File: src/rtl/lsu_ctrl.sv
// lsu_ctrl: load/store sequencer between the RV32I datapath and a handshaked data bus.
// Bus outputs are registered for the whole REQ phase; load data is extracted from latched offset/size.
module lsu_ctrl #(
    parameter int MAX_WAIT = 15
) (
    input  logic        i_clk,
    input  logic        i_rst_n,
    input  logic        i_ls_req,
    input  logic        i_ls_we,
    input  logic [1:0]  i_d_size,
    input  logic        i_ld_unsigned,
    input  logic [31:0] i_addr,
    input  logic [31:0] i_wdata,
    output logic [31:0] o_rdata,
    output logic        o_stall,
    output logic        o_ls_err,
    output logic        o_bus_req,
    output logic        o_bus_we,
    output logic [31:0] o_bus_addr,
    output logic [3:0]  o_bus_be,
    output logic [31:0] o_bus_wdata,
    input  logic [31:0] i_bus_rdata,
    input  logic        i_bus_ack
);
    typedef enum logic [1:0] {S_IDLE, S_REQ, S_DONE} state_t;
    localparam logic [7:0] LP_LAST = 8'(MAX_WAIT - 1);
    state_t      r_state, w_next;
    logic [7:0]  r_wait_cnt;
    logic        r_err, r_live, r_uns;
    logic [1:0]  r_off, r_size;
    logic        w_bad, w_timeout, w_live;
    logic [3:0]  w_be;
    logic [31:0] w_bwd, w_shift, w_ext;
    assign w_bad     = (&i_d_size) | (i_d_size == 2'b01 & i_addr[0]) | (i_d_size == 2'b00 & |i_addr[1:0]);
    assign w_timeout = r_wait_cnt == LP_LAST;
    // a request dropped mid-transaction still finishes on the bus but its result is thrown away
    assign w_live    = r_live & i_ls_req;
    assign w_be      = i_d_size == 2'b10 ? 4'b0001 << i_addr[1:0] :
                       i_d_size == 2'b01 ? 4'b0011 << i_addr[1:0] : 4'b1111;
    assign w_bwd     = i_d_size == 2'b10 ? {4{i_wdata[7:0]}} :
                       i_d_size == 2'b01 ? {2{i_wdata[15:0]}} : i_wdata;
    assign w_shift   = i_bus_rdata >> {r_off, 3'b000};
    assign w_ext     = r_size == 2'b10 ? {{24{~r_uns & w_shift[7]}}, w_shift[7:0]} :
                       r_size == 2'b01 ? {{16{~r_uns & w_shift[15]}}, w_shift[15:0]} : w_shift;
    assign o_stall   = (r_state == S_IDLE & i_ls_req) | (r_state == S_REQ);
    assign o_ls_err  = (r_state == S_DONE) & r_err;
    always_comb begin
        w_next = S_IDLE;
        if (r_state == S_IDLE)
            w_next = i_ls_req ? (w_bad ? S_DONE : S_REQ) : S_IDLE;
        else if (r_state == S_REQ)
            w_next = (i_bus_ack | w_timeout) ? S_DONE : S_REQ;
    end
    always_ff @(posedge i_clk or negedge i_rst_n) begin
        if (!i_rst_n) r_state <= S_IDLE;
        else          r_state <= w_next;
    end
    always_ff @(posedge i_clk or negedge i_rst_n) begin
        if (!i_rst_n) begin
            r_wait_cnt  <= '0;
            r_err       <= 1'b0;
            r_live      <= 1'b0;
            r_uns       <= 1'b0;
            r_off       <= '0;
            r_size      <= '0;
            o_rdata     <= '0;
            o_bus_req   <= 1'b0;
            o_bus_we    <= 1'b0;
            o_bus_addr  <= '0;
            o_bus_be    <= '0;
            o_bus_wdata <= '0;
        end else begin
            case (r_state)
                S_IDLE: if (i_ls_req) begin
                    r_err <= w_bad;
                    if (!w_bad) begin
                        o_bus_req   <= 1'b1;
                        o_bus_we    <= i_ls_we;
                        o_bus_addr  <= {i_addr[31:2], 2'b00};
                        o_bus_be    <= w_be;
                        o_bus_wdata <= w_bwd;
                        r_off       <= i_addr[1:0];
                        r_size      <= i_d_size;
                        r_uns       <= i_ld_unsigned;
                        r_wait_cnt  <= '0;
                        r_live      <= 1'b1;
                    end
                end
                S_REQ: begin
                    if (!i_ls_req) r_live <= 1'b0;
                    if (i_bus_ack | w_timeout) begin
                        o_bus_req   <= 1'b0;
                        o_bus_we    <= 1'b0;
                        o_bus_addr  <= '0;
                        o_bus_be    <= '0;
                        o_bus_wdata <= '0;
                        r_err       <= ~i_bus_ack & w_live;
                        if (i_bus_ack & w_live & ~o_bus_we) o_rdata <= w_ext;
                    end else begin
                        r_wait_cnt <= r_wait_cnt + 8'd1;
                    end
                end
                default: r_err <= 1'b0;
            endcase
        end
    end
endmodule

File: config.mk
export PLATFORM = sky130hd
export DESIGN_NAME = lsu_ctrl
export DESIGN_NICKNAME = d
export VERILOG_FILES = /design/src/rtl/lsu_ctrl.sv
export SDC_FILE = /design/constraint.sdc
export NUM_CORES = 1
export LEC_CHECK = 0
export CORE_UTILIZATION = 46
export CTS_BUF_LIST = sky130_fd_sc_hd__clkbuf_8
export CTS_CLUSTER_DIAMETER = 30
export DETAILED_ROUTE_END_ITERATION = 10
export MAX_ROUTING_LAYER = met4
export PLACE_DENSITY = 0.91
export SYNTH_ARGS = -nofsm -noshare
export SYNTH_HDL_FRONTEND = slang
export SYNTH_SLANG_ARGS = --single-unit
File: constraint.sdc
create_clock -name i_clk -period 2.69 [get_ports i_clk]
set_input_delay 0.4035 -clock i_clk [delete_from_list [all_inputs] [get_ports i_clk]]
set_output_delay 0.4035 -clock i_clk [all_outputs]
set_load 0.01 [all_outputs]
---- Word level (Yosys, flattened, before mapping) ----
Index checks and enable logic that the tools add are counted.
operators by class
  add/subtract/negate cells ............... 1
  mux-type cells .......................... 38
  shifts and indexed selects .............. 3
  reduce and logical (&&, ||, !) cells .... 11
  div/mod/pow operators ................... 0
  eq/ne operators ......................... 12
  multipliers ............................. 0
  bitwise gates (word level) .............. 18
  magnitude comparators ................... 0
operators by type and width
  kind                                                               number
  32-bit 2-to-1 mux                                                  9
  32-bit one-hot mux with 2 select lines                             2
  32-bit by 5-bit right shift with 32-bit output                     1
  8-bit 2-to-1 mux                                                   3
  4-bit 2-to-1 mux                                                   5
  8-bit one-hot mux with 2 select lines                              1
  4-bit AND reduction                                                3
  1-bit bitwise AND                                                  10
  2-bit 2-to-1 mux                                                   5
  8-bit by 1-bit adder with 8-bit output, second input constant      1
  8-bit by 4-bit == test with 1-bit output, second input constant    1
  1-bit 2-to-1 mux                                                   8
  2-bit inequality test, second input constant                       4
  1-bit one-hot mux with 2 select lines                              4
  4-bit one-hot mux with 2 select lines                              1
  2-bit by 1-bit == test with 1-bit output, second input constant    3
  2-bit == test, second input constant                               3
  3-bit AND reduction                                                2
  2-bit zero test                                                    2
  1-bit inverter                                                     4
  1-bit bitwise OR                                                   4
  2-bit AND reduction                                                2
  1-bit by 2-bit << shifter with 4-bit output, first input constant  1
  2-bit by 2-bit << shifter with 4-bit output, first input constant  1
  3 further kinds                                                    3
storage, ports and cells
  memories kept ........................... 0
  RAM bits ................................ 0
  output and inout port bits .............. 104
  bits of input ports ..................... 104
  flip-flop bits (word level) ............. 119
  ROM bits ................................ 0
  bits in latches ......................... 0

---- Longest topological paths before layout ----
  depth after elaboration ................. 7
  mapped depth ............................ 8
  depth with buffers taken out ............ 6

---- Worst setup path after synthesis ----
No wires, ideal clock.
  kind .................................... in2reg
  start point ............................. input port i_addr[0]
  end point ............................... register o_bus_addr[10]
  buffers on the path ..................... 2
  setup slack ............................. 0.734 ns
  data required time ...................... 2.569 ns
  arrival time ............................ 1.835 ns
  stages .................................. 7
  library setup time ...................... 0.121 ns
  path through ............................ inv_1 -> ha_1 -> or3_1 -> and4_1 -> buf_2 -> clkbuf_1 -> a22o_1
between the ends
  word-level cells in the longest chain between the ends .. 5
  elaborated cells on any way between the ends .. 7
  classes of those cells .................. eq/ne (1); bitwise (4); reduce/logical (2)
ends and longest elaborated chain
  what                                                     line  text
  start: declaration                                       12    input logic [31:0] i_addr,
  1-bit bitwise AND or 2-bit OR reduction (tied branches)  34    assign w_bad = (&i_d_size) | (i_d_size == 2'b01 & i_addr[0]) | (i_d_size == 2'b00 & |i_addr[1:0]);
  1-bit bitwise OR or 1-bit bitwise AND (tied branches)    34
  1-bit bitwise OR (*)                                     34
  2-bit inequality test (no line) (*)                      n/a
  4-bit AND reduction (no line) (*)                        n/a
  end signal: assignment                                   79    o_bus_addr <= {i_addr[31:2], 2'b00};
  end: declaration                                         19    output logic [31:0] o_bus_addr,
Every way passes the cells marked *; elsewhere a longest branch is shown, timed or not.
A chain may end at the register's enable or synchronous reset.

---- Worst setup path in the final report ----
  start point ............................. input port i_addr[1]
  end point ............................... register o_bus_addr[2]
between the ends
  word-level cells in the longest chain between the ends .. 5
ends and longest elaborated chain
  what                             line
  2-bit OR reduction               34
  1-bit bitwise AND                34
  1-bit bitwise OR                 34
  2-bit inequality test (no line)  n/a
  4-bit AND reduction (no line)    n/a
No other way between the ends.

==> summary.txt <==
Die W: 114 um
CTS resizes: 0
antenna violations before repair: 0
Mapped Area: 5720 um^2
area growth from synthesis to layout: 45.6%
Setup Buffers After CTS: 0
vias post-DR: 5238
Internal: 5.00 mW
I/O Buffers: 205
Reg2Reg Depth: 7
number of distinct library cells after synthesis: 50
Worst Path Required: 3040 ps
largest net degree at the start of global routing: 68
Seq/Total Area, Yosys: 51.1%
global-route wire length before repair: 27000 um
power density cells: 938 nW/um^2
Worst-path clk slew: 80 ps
Detail Route Antenna Nets: 0
Tmin final: 2270 ps
Skew-Pair Late Insertion Delay: 430 ps
core area: 12100 um^2
Post-synth EDFFs: 0
drt via density: 5.79
initial drt markers: 449
Setup TNS Final: 0 ps
CTS buffer count: 17
Wirelength per Cell: 18.7 um
worst-path maximum fanout: 67
VDD IR-drop max: 0.462 mV
CTS Root Cell: clkbuf_8
NumNets Final: 833
# setup viols final: 0
global route overflow: 0
Post-route DRC: 0
FF-to-FF Start: r_wait_cnt[0]
Site Rows: 40
Post-Route Skew: 11.7 ps
RSZ-0062 raised after global routing: no
crit start category: input pin
Fin Hold WS: 13.3 ps
FF-to-FF End: o_bus_wdata[24]
clock power share: 20.4%
Slew HR: 42.6%
cell count after synthesis: 531
crit end category: flip-flop
n_diodes: 0
Worst R2R Setup Slack: 580 ps
final wirelength: 16900 um
Seq pwr share: 36.6%
FFs w/ async S/R, synth: 100%
Die H: 114 um
max frequency: 440 MHz
total track usage: 27.9%
layout cells sized above 1: 9.10%
CTS Buffer Depth: 2
total power: 7.81 mW
synth warn: 0
CTS tree: yes
Tcrit/Tclk final: 84.5%
main flop type after synthesis: dfrtp_1
sw frac: 36.0%
H-tree lvl count: 4
cts hold-fix bufs: 0
critical path arrival: 2630 ps
Psw: 2.81 mW
initial cell density of the core: 47.5%
HPWL after DPL: 11900 um
Yosys reg bits: 117
routability cong.: 0.885
HP Class: input pin to asynchronous set/reset pin
IO Count: 208
TritonRoute pass-1 iters: 5
vias in the first global route: 5202
power share of the combinational group: 42.9%
outcome: complete, no violations
Slew @ Worst Pin: 861 ps
Slew Limit Fails: 0
full die area: 12900 um^2
critical path class: input pin to flip-flop
synthesized area per cell: 10.8 um^2
Leak: 3.49 nW
Hold Vio Cnt, Final: 0
Max Cap Viol: 0
Clock Sinks: 117
==> per-stage QoR <==
stage | worst slack, ps | instance area, um^2 | instances | util [%]
finish | 418 | 8330 | 904 | 69.1
global route | 363 | 8330 | 904 | 69.1
CTS | 466 | 8330 | 904 | 69.1
detailed placement | -25.8 | 7950 | 872 | 65.9
global placement | 121 | 7950 | 872 | 65.9
floorplan | 734 | 5730 | 532 | -
==> routing by layer <==
layer / up-vias / track usage, % / wire, um / share of wire (%)
li1: 2352 / - / - / -
met4: 0 / 11.6 / 514 / 3.0
met2: 274 / 44.9 / 8150 / 48
met1: 2571 / 33.7 / 6820 / 40
met5: - / - / 0 / 0
met3: 41 / 6.75 / 1390 / 8.3
==> cell type report <==
cell class,instances,area (um^2)
well taps,168,210
clock buffers,17,234
clock inverters,15,154
multi-input cells,359,2560
inverters,7,26.3
flip-flops and latches,117,2930
fillers,875,3730
repair buffers,221,2220
==> worst max-delay path, cell delays in order <==
cell	delay (ps)
clkdlybuf4s50_1	550
inv_1	110
ha_1	200
or3_1	400
and4_2	280
a21oi_4	150
buf_12	260
a22o_1	200
==> cell usage in the layout, fill, tap and decap left out, drive strengths merged, types with 3 or more instances in the layout <==
cell type	count
nor2b	20
ha	6
o31ai	6
o2bb2ai	27
a22o	47
clkbuf	17
a22oi	8
inv	18
a211oi	15
o22ai	4
clkinvlp	3
xnor2	3
nor3	11
nor2	25
nand2b	3
mux2	9
nand2	19
a21oi	34
clkdlybuf4s50	204
mux2i	40
nand3	3
dfrtp	117
o21ai	55
buf	17
==> power groups by stage <==
stage	Clock [mW]	Sequential (mW)	Combinational [mW]
3_3_place_gp	0	2.85	3.23
3_5_place_dp	0	2.86	3.35
6_report	1.60	2.86	3.35
4_1_cts	1.64	2.86	3.35
2_1_floorplan	0	3.04	1.35
5_1_grt	1.72	2.94	3.59
==> kinds of logic (layout without fill, tap and decap cells) <==
logic type / after synthesis / in the layout / synth area share [%]
muxes: 50 / 50 / 9.16
and+or+nand+nor: 97 / 97 / 8.87
xor gates and xnor gates: 4 / 4 / 0.612
DFF: 117 / 117 / 51.1
adders and majority gates: 6 / 6 / 1.31
AOI/OAI and AO/OA: 200 / 200 / 24.5
other: 1 / 2 / 0.0655
buffers and inverters: 56 / 260 / 4.37
==> Yosys cell counts (3+ instances only) <==
master       n  area share (%)
a211oi_1    15             2.0
a21oi_1     33             2.9
a22o_1      47             7.2
a22oi_1      8             1.0
buf_1        7            0.46
buf_2       13             1.1
clkbuf_1    24             1.6
dfrtp_1    117              51
ha_1         6             1.3
inv_1        7            0.46
mux2_2       9             1.8
mux2i_1     40             7.0
nand2_1     19             1.2
nand2b_1     3            0.33
nand3_1      3            0.26
nor2_1      25             1.6
nor2b_1     20             2.2
nor3_1      11            0.96
o21ai_0     53             4.6
o22ai_1      4            0.44
o2bb2ai_1   27             4.1
o31ai_1      4            0.52
xnor2_1      3            0.46
==> worst max-delay path by stage <==
stage              start         endpoint  slack, ps  depth (start not counted)
6_report       i_addr[1]    o_bus_addr[2]        420                          8
5_1_grt        i_addr[1]    o_bus_addr[2]        360                          8
4_1_cts        i_addr[1]   o_bus_addr[24]        470                          8
3_5_place_dp   i_addr[1]   o_bus_addr[24]        -30                          8
3_3_place_gp   i_addr[1]  o_bus_wdata[29]        120                          8
2_1_floorplan  i_addr[0]   o_bus_addr[10]        730                          7
==> registers in the layout, summed over array words and instances, names as in the netlist <==
signal and count:
r_size 2, o_bus_we 1, o_bus_addr 30, r_uns 1, r_wait_cnt 8, o_bus_req 1
o_bus_wdata 32, o_bus_be 4, r_state 2, r_err 1, r_live 1, o_rdata 32
r_off 2
Note: power is estimated with default switching activity, not from simulation.
